--- config.mk ---
export PLATFORM = sky130hd
export DESIGN_NAME = fp_normalizer
export DESIGN_NICKNAME = d
export VERILOG_FILES = /design/src/rtl/fp_normalizer.sv
export SDC_FILE = /design/constraint.sdc
export NUM_CORES = 1
export LEC_CHECK = 0
export ABC_CLOCK_PERIOD_IN_PS = 2400
export CAP_MARGIN = 20
export CORE_ASPECT_RATIO = 1.75
export CORE_UTILIZATION = 46
export CTS_BUF_LIST = sky130_fd_sc_hd__clkbuf_8 sky130_fd_sc_hd__clkbuf_16
export CTS_CLUSTER_SIZE = 14
export DETAILED_ROUTE_END_ITERATION = 6
export PLACE_DENSITY = 0.78
export SLEW_MARGIN = 0
export SYNTH_ARGS = -nofsm -noshare
export SYNTH_HDL_FRONTEND = slang
export SYNTH_SLANG_ARGS = --single-unit
--- constraint.sdc ---
create_clock -name clk -period 2.4 [get_ports clk]
set_input_delay 0.48 -clock clk [delete_from_list [all_inputs] [get_ports clk]]
set_output_delay 0.48 -clock clk [all_outputs]
set_load 0.1 [all_outputs]
--- src/rtl/fp_normalizer.sv ---
// fp_normalizer: post-add normalizer that turns a raw sign/exponent/25-bit magnitude
// into a packed IEEE-754 single, with overflow/underflow flags, over a small FSM.
module fp_normalizer (
    input  logic        clk,
    input  logic        rst,
    input  logic        start,
    input  logic        sign_in,
    input  logic [7:0]  exp_in,
    input  logic [24:0] mant_in,
    output logic [31:0] result,
    output logic        done,
    output logic        busy,
    output logic        ovf,
    output logic        unf
);
    typedef enum logic [1:0] {IDLE, CHECK, SHIFT, PACK} state_t;
    state_t             state, state_n;
    logic               s;
    logic signed [9:0]  e, e_n;
    logic [24:0]        m, m_n;
    logic               zero, zero_n, ovf_p, ovf_p_n, unf_p, unf_p_n;
    logic [31:0]        res_n;
    assign done = (state == PACK);
    assign busy = (state != IDLE);
    always_comb begin
        state_n = state;
        e_n     = e;
        m_n     = m;
        zero_n  = zero;
        ovf_p_n = ovf_p;
        unf_p_n = unf_p;
        case (state)
            IDLE: if (start) begin
                state_n = CHECK;
                e_n     = {2'b00, exp_in};
                m_n     = mant_in;
                zero_n  = 1'b0;
                ovf_p_n = 1'b0;
                unf_p_n = 1'b0;
            end
            CHECK: begin
                state_n = PACK;
                if (m == 25'd0) zero_n = 1'b1;
                else if (e == 10'sd255) ovf_p_n = 1'b1;
                else if (m[24]) begin
                    m_n     = m >> 1;
                    e_n     = e + 10'sd1;
                    ovf_p_n = (e >= 10'sd254);
                end
                else if (!m[23]) state_n = SHIFT;
            end
            SHIFT: if (e <= 10'sd1) begin
                unf_p_n = 1'b1;
                state_n = PACK;
            end else begin
                m_n     = m << 1;
                e_n     = e - 10'sd1;
                state_n = m[22] ? PACK : SHIFT;
            end
            default: state_n = IDLE;
        endcase
        // result is loaded on the edge into PACK so it is valid while done is high
        res_n = ovf_p_n ? {s, 8'hFF, 23'h0} :
                (unf_p_n | zero_n) ? {s, 31'h0} : {s, e_n[7:0], m_n[22:0]};
    end
    always_ff @(posedge clk or posedge rst) begin
        if (rst) begin
            state  <= IDLE;
            s      <= 1'b0;
            e      <= '0;
            m      <= '0;
            zero   <= 1'b0;
            ovf_p  <= 1'b0;
            unf_p  <= 1'b0;
            result <= '0;
            ovf    <= 1'b0;
            unf    <= 1'b0;
        end else begin
            state <= state_n;
            e     <= e_n;
            m     <= m_n;
            zero  <= zero_n;
            ovf_p <= ovf_p_n;
            unf_p <= unf_p_n;
            if (state == IDLE && start) begin
                s   <= sign_in;
                ovf <= 1'b0;
                unf <= 1'b0;
            end
            if (state != PACK && state_n == PACK) begin
                result <= res_n;
                ovf    <= ovf_p_n;
                unf    <= unf_p_n & ~ovf_p_n;
            end
        end
    end
endmodule

==> impl_metrics.tcl <==
set metrics [dict create \
    grt_pass1_vias 4168 \
    max_stage_delay_ns 0.41 \
    synth_edf_count 0 \
    finalSetupViolCount 35 \
    synthDistinctLibCells 62 \
    cts_tree "done" \
    ant_nets 0 \
    die_area_sq_um 9310 \
    die_h_microns 127 \
    startpoint_type "register" \
    utilization 0.717 \
    htree_levels 3 \
    numClockSinks 75 \
    total_power_mw 10.7 \
    path_cells "nor4_2, nand4_1, buf_4, nor4_1, a211o_1, inv_2, or3_4, o31ai_1" \
    cts_root_buf "clkbuf_16" \
    leakagePower_nw 2.81 \
    synth.cell_area_sq_um 4100 \
    fin_skew_ns 0.00843 \
    num_rows 45 \
    reg2reg_depth 8 \
    antenna_found_initial 0 \
    fin_area_sq_um 6220 \
    power_density_nw_per_um2 1720 \
    worstSetupPathType "register to register" \
    ys_warn_count 0 \
    initial_core_util 0.473 \
    clk_pin_slew_ns 0.06 \
    first_pass_iters 6 \
    dpl_cell_area_sq_um 5560 \
    hp-class "register to register" \
    clock_latency_ns 0.34 \
    path_depth 8 \
    layout_commonest_cell "buf_4" \
    slew_violations 0 \
    port_buffers 72 \
    viasPerCell 6.38 \
    hold_ws_ns 0.481 \
    syn_area_per_cell_sq_um 9.93 \
    core_area_sq_um 8670 \
    gp_congestion 0.929 \
    failed_checks "negative setup slack" \
    ys.flop_type "dfrtp_1" \
    grt_remaining_overflow 0 \
    arrival_ns 2.94 \
    cp_max_fo 4 \
    slew_headroom 0.567 \
    ir_drop_mv 1.21 \
    max_freq_ghz 0.369 \
    vias 4412 \
    finalCriticalPeriod_ns 2.71 \
    fin_crit_sh 1.13 \
    drc 0 \
    netlist_instances 413 \
    cts-buffers-inserted 9 \
    grt_pass1_wl_microns 22000 \
    drive_above_1_share 0.347 \
    grt_util_all_layers 0.318 \
    hold_viol_final 0 \
    holdPathStages 2 \
    rsz0062_at_grt "true" \
    drt_wl_total_microns 15400 \
    max_cap_violations 0 \
    cpLargestDelayFamily "simple AND/OR/NAND/NOR gates" \
    first_iter_violations 410 \
    ios 73 \
    wl_per_cell_microns 22.3 \
    hpwl_microns 10500 \
    slowest_stage "nor4_2" \
    tightestPinTransition_ns 0.648 \
    async_reset_ff_frac 1.00 \
    pre_cts_ws_ns -0.302 \
    outcome "finished, violations left" \
    die_w_microns 73.4 \
    cts_buffer_depth 2 \
    nets 615 \
    layout_common_cells "buf_4, dfrtp_1, a22o_1" \
    ys_seq_elements 75 \
    path_buf_inv 2 \
    worstPathRequired_ns 2.63 \
    endpoint_kind "register" \
    grt_max_degree 76 \
    layout_setup_ws_ns -0.313 \
    ys_seq_area_frac 0.458 \
    diodes 0 \
    syn_to_final_growth_pct 51.7 \
    syn_nets 459 \
]
[what timing repair did]
item | 4_1_cts | 5_1_grt
hold buffers | 0 | 0
gates cloned | 0 | 4
pin swaps | 3 | 7
buffers inserted | 3 | 4
gates resized for setup | 4 | 32
endpoints found under the setup margin | 39 | 57
[where the power goes]
group / leakage (nW) / internal [mW] / switching [mW]
clock: 0.158 / 0.971 / 0.549
combinational: 1.68 / 2.71 / 4.37
sequential: 0.971 / 1.75 / 0.351
total: 2.81 / 5.43 / 5.27
[worst reg2reg max path, stage by stage (launching register included)]
cell,delay (ns)
dfrtp_1,0.38
nor4_2,0.41
nand4_1,0.25
buf_4,0.20
nor4_1,0.32
a211o_1,0.22
inv_2,0.11
or3_4,0.40
o31ai_1,0.30
[synth_stat cells (3+ instances only)]
cell	instances	area, sq um
a21o_1	3	22.5
a21oi_1	21	105
a221o_1	18	180
a221oi_1	8	70.1
a22o_1	40	350
a31oi_1	4	25.0
a41oi_1	4	35.0
buf_2	4	20.0
clkbuf_1	26	97.6
dfrtp_1	75	1880
ha_1	9	113
inv_1	16	60.1
nand2_1	30	113
nand2b_1	3	18.8
nand3_1	6	30.0
nand4_1	7	43.8
nor2_1	25	93.8
nor2b_1	7	43.8
nor3_1	9	45.0
nor4_1	9	56.3
o211ai_1	3	22.5
o21a_1	3	22.5
o21ai_0	7	35.0
o21ai_1	4	20.0
o2bb2ai_1	8	70.1
o31ai_1	9	67.6
o41ai_1	3	26.3
or2_2	3	18.8
or3_1	6	37.5
[flip-flops by register name, indices dropped and copies added (netlist names), 2 cells and up]
name    flops
e          10
m          25
result     32
state       2
[worst paths after layout]
| path | start | to | slack (ns) |
|---|---|---|---|
| max in group asynchronous | rst | e[0]$_DFF_PP0_ | 1.52 |
| min reg2reg | s$_DFFE_PP0P_ | s$_DFFE_PP0P_ | 0.48 |
| max reg2reg | m[7]$_DFF_PP0_ | result[6]$_DFFE_PP0P_ | -0.31 |
| min in group asynchronous | rst | e[9]$_DFFE_PP0P_ | 0.53 |
| min | s$_DFFE_PP0P_ | s$_DFFE_PP0P_ | 0.48 |
| max | m[7]$_DFF_PP0_ | result[6]$_DFFE_PP0P_ | -0.31 |
[final cells by class]
class | count | area [sq um]
fillers | 652 | 2450
clock buffers | 11 | 253
inverters | 17 | 63.8
repair buffers | 177 | 1570
flip-flops and latches | 75 | 1880
multi-input cells | 289 | 2230
well taps | 117 | 146
clock inverters | 5 | 83.8
[through the flow]
step,instances,TNS [ns]
after floorplan,413,-3.15
after global placement,663,-5.68
after detailed placement,663,-8.41
after CTS,682,-6.41
after global routing,691,-9.13
final,691,-6.07
[routing by layer]
layer  wire length (microns)  vias to the layer above  GRT usage  share of wire
met2                    8310                      225      0.550           0.54
met5                       0                        -          0              0
li1                        -                     1928          -              -
met3                     857                       71     0.0469          0.056
met4                     934                        0      0.179          0.061
met1                    5310                     2188      0.366           0.34
[logic make-up after synthesis]
group / count (synthesis) / share of synthesized area
AO/OA/AOI/OAI: 159 / 0.312
flip-flops: 75 / 0.458
adder cells (fa/ha/maj): 9 / 0.0275
buffers and inverters: 49 / 0.0461
multiplexers: 2 / 0.00549
AND/OR/NAND/NOR: 119 / 0.151
No activity file was read; power rests on OpenSTA's default activity.
